### config.mk
export PLATFORM = sky130hd
export DESIGN_NAME = pc_ctrl
export DESIGN_NICKNAME = d
export VERILOG_FILES = /design/src/rtl/pc_ctrl_pkg.sv /design/src/rtl/pc_mux.sv /design/src/rtl/pc_ctrl.sv
export SDC_FILE = /design/constraint.sdc
export NUM_CORES = 1
export LEC_CHECK = 0
export CAP_MARGIN = 20
export CORE_ASPECT_RATIO = 1.5
export CORE_UTILIZATION = 40
export CTS_CLUSTER_SIZE = 12
export DETAILED_ROUTE_END_ITERATION = 10
export PLACE_DENSITY = 0.76
export SLEW_MARGIN = 20
export SYNTH_ARGS = -nofsm -noshare
export SYNTH_HDL_FRONTEND = slang
export SYNTH_HIERARCHICAL = 1
export SYNTH_SLANG_ARGS = --single-unit
### constraint.sdc
create_clock -name clk -period 5.1 [get_ports clk]
set_input_delay 0.51 -clock clk [delete_from_list [all_inputs] [get_ports clk]]
set_output_delay 0.51 -clock clk [all_outputs]
set_load 0.005 [all_outputs]
### src/rtl/pc_ctrl_pkg.sv
// Shared constants for the PC controller: next-PC select codes, FSM states, default vectors.
package pc_ctrl_pkg;

  localparam logic [1:0] SEL_SEQ = 2'd0;
  localparam logic [1:0] SEL_BR  = 2'd1;
  localparam logic [1:0] SEL_JV  = 2'd2;

  typedef enum logic [1:0] {
    BOOT  = 2'd0,
    RUN   = 2'd1,
    FLUSH = 2'd2
  } state_t;

  localparam logic [15:0] DEF_RESET_VEC = 16'h0000;
  localparam logic [15:0] DEF_IRQ_VEC   = 16'h0004;

endpackage

### src/rtl/pc_mux.sv
// Three-input next-PC selector; code 3 is never issued and falls back to the sequential input.
module pc_mux
  import pc_ctrl_pkg::*;
#(
  parameter int AW = 16
) (
  input  logic [AW-1:0] in_1,
  input  logic [AW-1:0] in_2,
  input  logic [AW-1:0] in_3,
  input  logic [1:0]    sel,
  output logic [AW-1:0] out
);

  always_comb begin
    out = in_1;
    case (sel)
      SEL_BR:  out = in_2;
      SEL_JV:  out = in_3;
      default: out = in_1;
    endcase
  end

endmodule

### src/rtl/pc_ctrl.sv
// PC controller: owns pc/epc, arbitrates branch > jump > iret > irq, flushes one cycle per redirect.
// Interrupt support is compiled in only when PC_CTRL_IRQ_EN is defined.
module pc_ctrl
  import pc_ctrl_pkg::*;
#(
  parameter int          AW        = 16,
  parameter logic [AW-1:0] RESET_VEC = AW'(DEF_RESET_VEC),
  parameter logic [AW-1:0] IRQ_VEC   = AW'(DEF_IRQ_VEC)
) (
  input  logic          clk,
  input  logic          rst,
  input  logic          stall,
  input  logic          br_taken,
  input  logic [AW-1:0] br_target,
  input  logic          jmp,
  input  logic [AW-1:0] jmp_target,
  input  logic          irq_req,
  input  logic          iret,
  output logic [AW-1:0] pc,
  output logic [1:0]    pc_sel,
  output logic          flush,
  output logic          irq_ack,
  output logic [AW-1:0] epc,
  output logic          in_isr
);

  state_t        r_state;
  state_t        w_state_nxt;
  logic [AW-1:0] r_pc;
  logic [AW-1:0] r_epc;
  logic          r_flush;
  logic          r_irq_ack;
  logic          r_in_isr;

  logic          w_iret_ok;
  logic          w_irq_ok;
  logic          w_take_iret;
  logic          w_take_irq;
  logic          w_ld_pc;
  logic [1:0]    w_sel;
  logic [AW-1:0] w_pc_inc;
  logic [AW-1:0] w_jv_src;
  logic [AW-1:0] w_pc_nxt;

`ifdef PC_CTRL_IRQ_EN
  assign w_iret_ok = iret & r_in_isr;
  assign w_irq_ok  = irq_req & ~r_in_isr & ~stall;
`else
  logic w_unused_irq;
  assign w_unused_irq = irq_req ^ iret;
  assign w_iret_ok    = 1'b0;
  assign w_irq_ok     = 1'b0;
`endif

  always_comb begin
    w_state_nxt = r_state;
    w_sel       = SEL_SEQ;
    w_ld_pc     = 1'b0;
    w_take_iret = 1'b0;
    w_take_irq  = 1'b0;
    case (r_state)
      BOOT: w_state_nxt = RUN;
      RUN: begin
        if (br_taken) begin
          w_sel       = SEL_BR;
          w_ld_pc     = 1'b1;
          w_state_nxt = FLUSH;
        end else if (jmp || w_iret_ok || w_irq_ok) begin
          w_sel       = SEL_JV;
          w_ld_pc     = 1'b1;
          w_take_iret = ~jmp & w_iret_ok;
          w_take_irq  = ~jmp & ~w_iret_ok & w_irq_ok;
          w_state_nxt = FLUSH;
        end else begin
          w_ld_pc = ~stall;
        end
      end
      // Requests seen here belong to the killed instruction.
      FLUSH: begin
        w_ld_pc     = ~stall;
        w_state_nxt = RUN;
      end
      default: w_state_nxt = BOOT;
    endcase
  end

  assign w_pc_inc = r_pc + AW'(1);
  assign w_jv_src = jmp ? jmp_target : (w_take_iret ? r_epc : IRQ_VEC);

  pc_mux #(.AW(AW)) u_pc_mux (
    .in_1 (w_pc_inc),
    .in_2 (br_target),
    .in_3 (w_jv_src),
    .sel  (w_sel),
    .out  (w_pc_nxt)
  );

  always_ff @(posedge clk or posedge rst) begin
    if (rst) begin
      r_state   <= BOOT;
      r_pc      <= RESET_VEC;
      r_epc     <= '0;
      r_flush   <= 1'b0;
      r_irq_ack <= 1'b0;
      r_in_isr  <= 1'b0;
    end else begin
      r_state   <= w_state_nxt;
      r_flush   <= (w_state_nxt == FLUSH);
      r_irq_ack <= w_take_irq;
      if (w_ld_pc) r_pc <= w_pc_nxt;
      if (w_take_irq) begin
        r_epc    <= r_pc;
        r_in_isr <= 1'b1;
      end else if (w_take_iret) begin
        r_in_isr <= 1'b0;
      end
    end
  end

  assign pc      = r_pc;
  assign pc_sel  = w_sel;
  assign flush   = r_flush;
  assign irq_ack = r_irq_ack;
  assign epc     = r_epc;
  assign in_isr  = r_in_isr;

endmodule
==> results_dict.tcl, run 1 <==
set metrics [dict create \
    p_leak_nw 0.967 \
    met3_wirelength_um 207 \
    top_layer "met4" \
    crit_arrival_ps 3070 \
    clkLatencyLatePin_ps 260 \
    grt_pass1_vias 1510 \
    tightestPinTransition_ps 879 \
    diodes 0 \
    avgSynthCellArea_um2 9.45 \
    violations "DRC" \
    hold_viol 0 \
    p_per_area_mw_per_mm2 437 \
    min_from "pc[15]" \
    path_clk_slew_ps 70 \
    drt-vias-per-instance 5.14 \
    synth-seq-area-share_pct 26.5 \
    dr.pass1.iters 7 \
    rsz0062_at_grt "false" \
    finClkSkew_ps 5.97 \
    drive_above_1_share_pct 14.6 \
    grt_pass1_wl_um 6730 \
    drt-met1-wl_um 1580 \
    grt_start_max_net_pins 33 \
    overflow 0 \
    fmax_ghz 0.348 \
    start_kind "primary input" \
    placed_cells 281 \
    whs_endpoint "pc[15]" \
    relSlewSlack_pct 41.4 \
    synth.distinct_cells 35 \
    hold_path_depth 1 \
    drc 4 \
    period_share_pct 56.3 \
    drtAntennaViolNets 0 \
    ios 76 \
    reg2reg_depth 7 \
    routedWlPerCell_um 13.9 \
    setup_ws_ps 2230 \
    die_area_mm2 0.00477 \
    hold_class "flop to flop" \
    r2r_start "r_state[1]" \
    drv_slew 0 \
    cts_buffers 3 \
    stdcell_count 285 \
    required_ps 5300 \
    rr_endpoint "pc[15]" \
    cts_buffer_depth 2 \
    endpoint_kind "flop" \
    status "complete, but fails checks" \
    synth_top_cell_area_share_pct 26.5 \
    drt_iter0_drc 36 \
    crit_fanout 19 \
    fp.dieW_um 56.7 \
    areaGrowthSynthToFinish_pct 27.7 \
    cts_sinks 19 \
    rows 29 \
    pre_cts_slack_ps 1940 \
    cts_tree "built" \
    syn_area_mm2 0.00180 \
    antenna_found_initial 0 \
    whs_ps 566 \
    wl_met2_um 2070 \
    rrSetupSlack_ps 2550 \
    gp_congestion 0.774 \
    port_buffers 55 \
    num_vias 1464 \
    htreeDepth 1 \
    nNetsFinal 286 \
    drv_cap 0 \
    ctsHoldBuffers 0 \
    yosysWarnings 6 \
    grtUsageTotal_pct 17.8 \
    initial_core_util_pct 41.9 \
    postRouteWirelength_um 3950 \
    place_hpwl_um 2870 \
    fin_setup_tns_ps 0 \
    synth_cells 190 \
    yosys.area.top_type "dfrtp_1" \
    yosys-top-cells-area "dfrtp_1, mux2_4, buf_4" \
    die_h_um 84.1 \
    core_mm2 0.00428 \
    crit_type "primary input to flop" \
    ys_seq_elements 19 \
    postCtsSetupRepairBufs 0 \
    post_cts_resized 0 \
    min_period_ps 2870 \
    finalSetupViolCount 0 \
    cts-root-buf "clkbuf_8" \
    vdd_drop_max_v 0.000293 \
]
worst max-delay path, stage by stage:
cell and delay (ps):
clkdlybuf4s50_1 860, and3b_1 310, ha_1 720, a22oi_1 270
o21ai_0 220, mux2_4 170
cell usage in the layout, fill, tap and decap left out, types with 2 or more instances in the layout:
cell,count
a22oi_1,6
a22oi_2,10
and2_1,17
clkbuf_8,3
clkdlybuf4s50_1,55
conb_1,18
dfrtp_1,19
ha_1,7
inv_1,8
mux2_2,6
mux2_4,10
nand2_1,20
nand3_1,5
nand4_1,2
nor2_1,5
nor3_1,4
nor4_1,3
o21ai_0,6
o21ai_1,9
o21ai_2,2
xnor2_1,4
xor2_1,10
kinds of logic after synthesis:
| family | Yosys count | share of synthesized area, % |
|---|---|---|
| XOR/XNOR | 14 | 6.83 |
| AO/OA/AOI/OAI | 37 | 16.9 |
| other | 1 | 0.209 |
| multiplexers | 16 | 12.1 |
| flip-flops | 19 | 26.5 |
| adder cells (fa/ha/maj) | 7 | 4.88 |
| AND/OR/NAND/NOR | 61 | 18.5 |
| buffers and inverters | 35 | 14.1 |
per-layer routing:
| layer | global-route usage, % | up-vias |
|---|---|---|
| li1 | - | 718 |
| met2 | 31.8 | 49 |
| met4 | 7.73 | 0 |
| met1 | 20.7 | 691 |
| met5 | 0 | - |
| met3 | 2.33 | 6 |
report_power, final:
| part | switching, mW | leakage, nW | internal, mW | total, mW |
|---|---|---|---|---|
| logic | 0.253 | 0.693 | 0.335 | 0.588 |
| clock network | 0.0541 | 0.0217 | 0.0551 | 0.109 |
| registers | 0.0911 | 0.252 | 0.214 | 0.306 |
| total | 0.398 | 0.967 | 0.605 | 1.00 |
Yosys cell counts:
cell and count:
ha_1 7, a311oi_1 1, a22oi_2 10, nor4_2 1
buf_12 1, dfrtp_1 19, xnor2_1 4, buf_2 3
clkbuf_1 1, buf_4 18, a22oi_1 6, mux2_4 10
buf_8 1, a21oi_1 1, nor3_1 4, o21bai_1 1
nand4_4 1, mux2_2 6, or2b_1 1, xor2_1 10
and2_1 17, inv_1 8, nor2_1 5, nand2_1 20
conb_1 1, a21boi_4 1, o21ai_0 6, buf_6 3
nand3_1 5, nor4_1 3, and3b_1 1, o21ai_1 9
nand2b_1 1, nand4_1 2, o21ai_2 2
how the worst max path moves through the flow:
stage | start | end | slack [ps] | cells past startpoint
finish | jmp | pc[15] | 2230 | 6
global route | jmp | pc[0] | 2000 | 5
CTS | jmp | pc[15] | 2210 | 6
detailed placement | jmp | pc[14] | 1940 | 6
global placement | jmp | pc[15] | 1970 | 5
floorplan | r_state[1] | pc[12] | 3130 | 10
registers in the layout (all words and copies together), names as in the netlist:
register / cells
r_state: 2
flush: 1
pc: 16
through the flow:
stage	power, mW	instance area (um2)	utilization [%]
final	1.00	2290	53.6
after CTS	1.01	2290	53.6
after global placement	0.884	2240	52.4
after detailed placement	0.895	2240	52.4
after floorplan	0.717	1860	-
after global routing	1.08	2290	53.6
area by class of cell:
class / count / area (um2)
sequential: 19 / 475
timing repair buffer: 55 / 551
inverter: 8 / 30.0
fill: 391 / 1990
multi-input combinational: 153 / 1130
clock inverter: 1 / 7.51
clock buffer: 3 / 41.3
tap: 46 / 57.6
Power figures use the tool's default switching activity.
==> run 2: changes to the inputs <==
Settings changed: CORE_UTILIZATION 40 to 39, PLACE_DENSITY 0.76 to 0.77.
Clock period 5.1 ns to 2.3 ns, I/O delays scaled along.
==> results_dict.tcl, run 2 (synthesis gave the netlist of run 1 again) <==
set metrics [dict create \
    period_share_pct 93.6 \
    relSlewSlack_pct 50.7 \
    finClkSkew_ps 1.05 \
    gp_congestion 0.749 \
    finish.instance_area_mm2 0.00237 \
    drt_iter0_drc 23 \
    pre_cts_slack_ps 81.9 \
    start_kind "flop" \
    hold_class "primary input to async pin" \
    post_cts_resized 0 \
    path_cells "inv_1 > ha_4 > and3b_1 > inv_1 > ha_1 > buf_4 > a22oi_1 > o21ai_0 > mux2_2" \
    layout_commonest_cell "clkdlybuf4s50_1" \
    initial_core_util_pct 41.6 \
    use_met1_pct 19.8 \
    stdcell_count 292 \
    multi_input_area_mm2 0.00115 \
    die_h_um 85.1 \
    path_clk_slew_ps 70 \
    drtAntennaViolNets 0 \
    nNetsFinal 293 \
    r2r_start "r_state[1]" \
    gr-max-usage-layer "met2" \
    grt_pass1_wl_um 6530 \
    area.sequential_um2 475 \
    endpoint_kind "flop" \
    finalSetupViolCount 0 \
    cts_sinks 19 \
    vdd_drop_max_v 0.000832 \
    postRouteWirelength_um 3850 \
    fmax_ghz 0.464 \
    cts_buffer_depth 2 \
    grt_start_max_net_pins 33 \
    port_buffers 55 \
    n_fill_cell 409 \
    crit_arrival_ps 2300 \
    status "complete, but fails checks" \
    crit_type "flop to flop" \
    rsz0062_at_grt "false" \
    cts_buffers 3 \
    largest_reg_flops 16 \
    drc 5 \
    grt.met3_usage_pct 2.29 \
    cpMostUsedCell "inv_1" \
    cts_tree "built" \
    drv_slew 0 \
    whs_ps 392 \
    num_vias 1479 \
    hold_viol 0 \
    ctsHoldBuffers 0 \
    overflow 0 \
    drt-vias-per-instance 5.07 \
    ios 76 \
    core_mm2 0.00432 \
    met2_usage_pct 30.4 \
    place_area_mm2 0.00231 \
    min_period_ps 2150 \
    reg2reg_depth 9 \
    htreeDepth 1 \
    rr_endpoint "pc[2]" \
    rows 29 \
    die_area_mm2 0.00488 \
    fp.dieW_um 57.4 \
    drive_above_1_share_pct 17.5 \
    diodes 0 \
    placed_cells 288 \
    fin_setup_tns_ps 0 \
    clkLatencyLatePin_ps 260 \
    antenna_found_initial 0 \
    p_per_area_mw_per_mm2 972 \
    setup_ws_ps 147 \
    tightestPinTransition_ps 739 \
    place_hpwl_um 2880 \
    cts-root-buf "clkbuf_8" \
    p_leak_nw 1.01 \
    grtUsageTotal_pct 17.0 \
    routedWlPerCell_um 13.2 \
    final_cell_mix "clkdlybuf4s50_1, nand2_1, dfrtp_1" \
    dr.pass1.iters 6 \
    areaGrowthSynthToFinish_pct 32.0 \
    slowest_stage "dfrtp_1" \
    crit_fanout 7 \
    postCtsSetupRepairBufs 0 \
    violations "DRC" \
    drv_cap 0 \
    rrSetupSlack_ps 150 \
    cp_slowest_stage_delay_ps 400 \
    required_ps 2450 \
    grt_pass1_vias 1457 \
]
==> run 2: final cells by class <==
| cell class | count | area share [%] |
|---|---|---|
| Sequential cell | 19 | 20.1 |
| Timing Repair Buffer | 62 | 26.0 |
| Multi-Input combinational cell | 153 | 48.4 |
| Tap cell | 46 | 2.43 |
| Inverter | 8 | 1.27 |
| Clock buffer | 4 | 1.90 |
==> run 2: routing by layer <==
layer	part of all wire (%)	wire, um
met4	2.3	89
met5	0	0
met2	53	2050
met1	41	1560
met3	3.8	145
==> run 2: worst max-delay path: cells and delay by family (launching register included) <==
family          cells  cell delay (ps)
compound gates      2              290
fa+ha+maj           2              450
buf+inv             3              400
flops               1              400
mux                 1              270
simple gates        1              220
==> run 2: metrics by stage <==
step	util, %	power (mW)
CTS	54.5	2.30
finish	54.9	2.30
global route	54.9	2.49
floorplan	-	1.59
global placement	53.5	2.02
detailed placement	53.5	2.05
==> run 2: power breakdown <==
group	switching (mW)	internal [mW]
Sequential	0.205	0.476
Clock	0.117	0.123
Combinational	0.569	0.812
Total	0.892	1.41
==> run 2: worst max path at each step <==
| stage | start | endpoint | slack (ps) | cells past startpoint |
|---|---|---|---|---|
| 5_1_grt | r_state[1] | pc[2] | 30 | 9 |
| 3_3_place_gp | br_taken | pc[2] | 150 | 8 |
| 2_1_floorplan | r_state[1] | pc[12] | 330 | 10 |
| 4_1_cts | r_state[1] | pc[2] | 60 | 9 |
| 6_report | r_state[1] | pc[2] | 150 | 9 |
| 3_5_place_dp | r_state[1] | pc[2] | 80 | 9 |
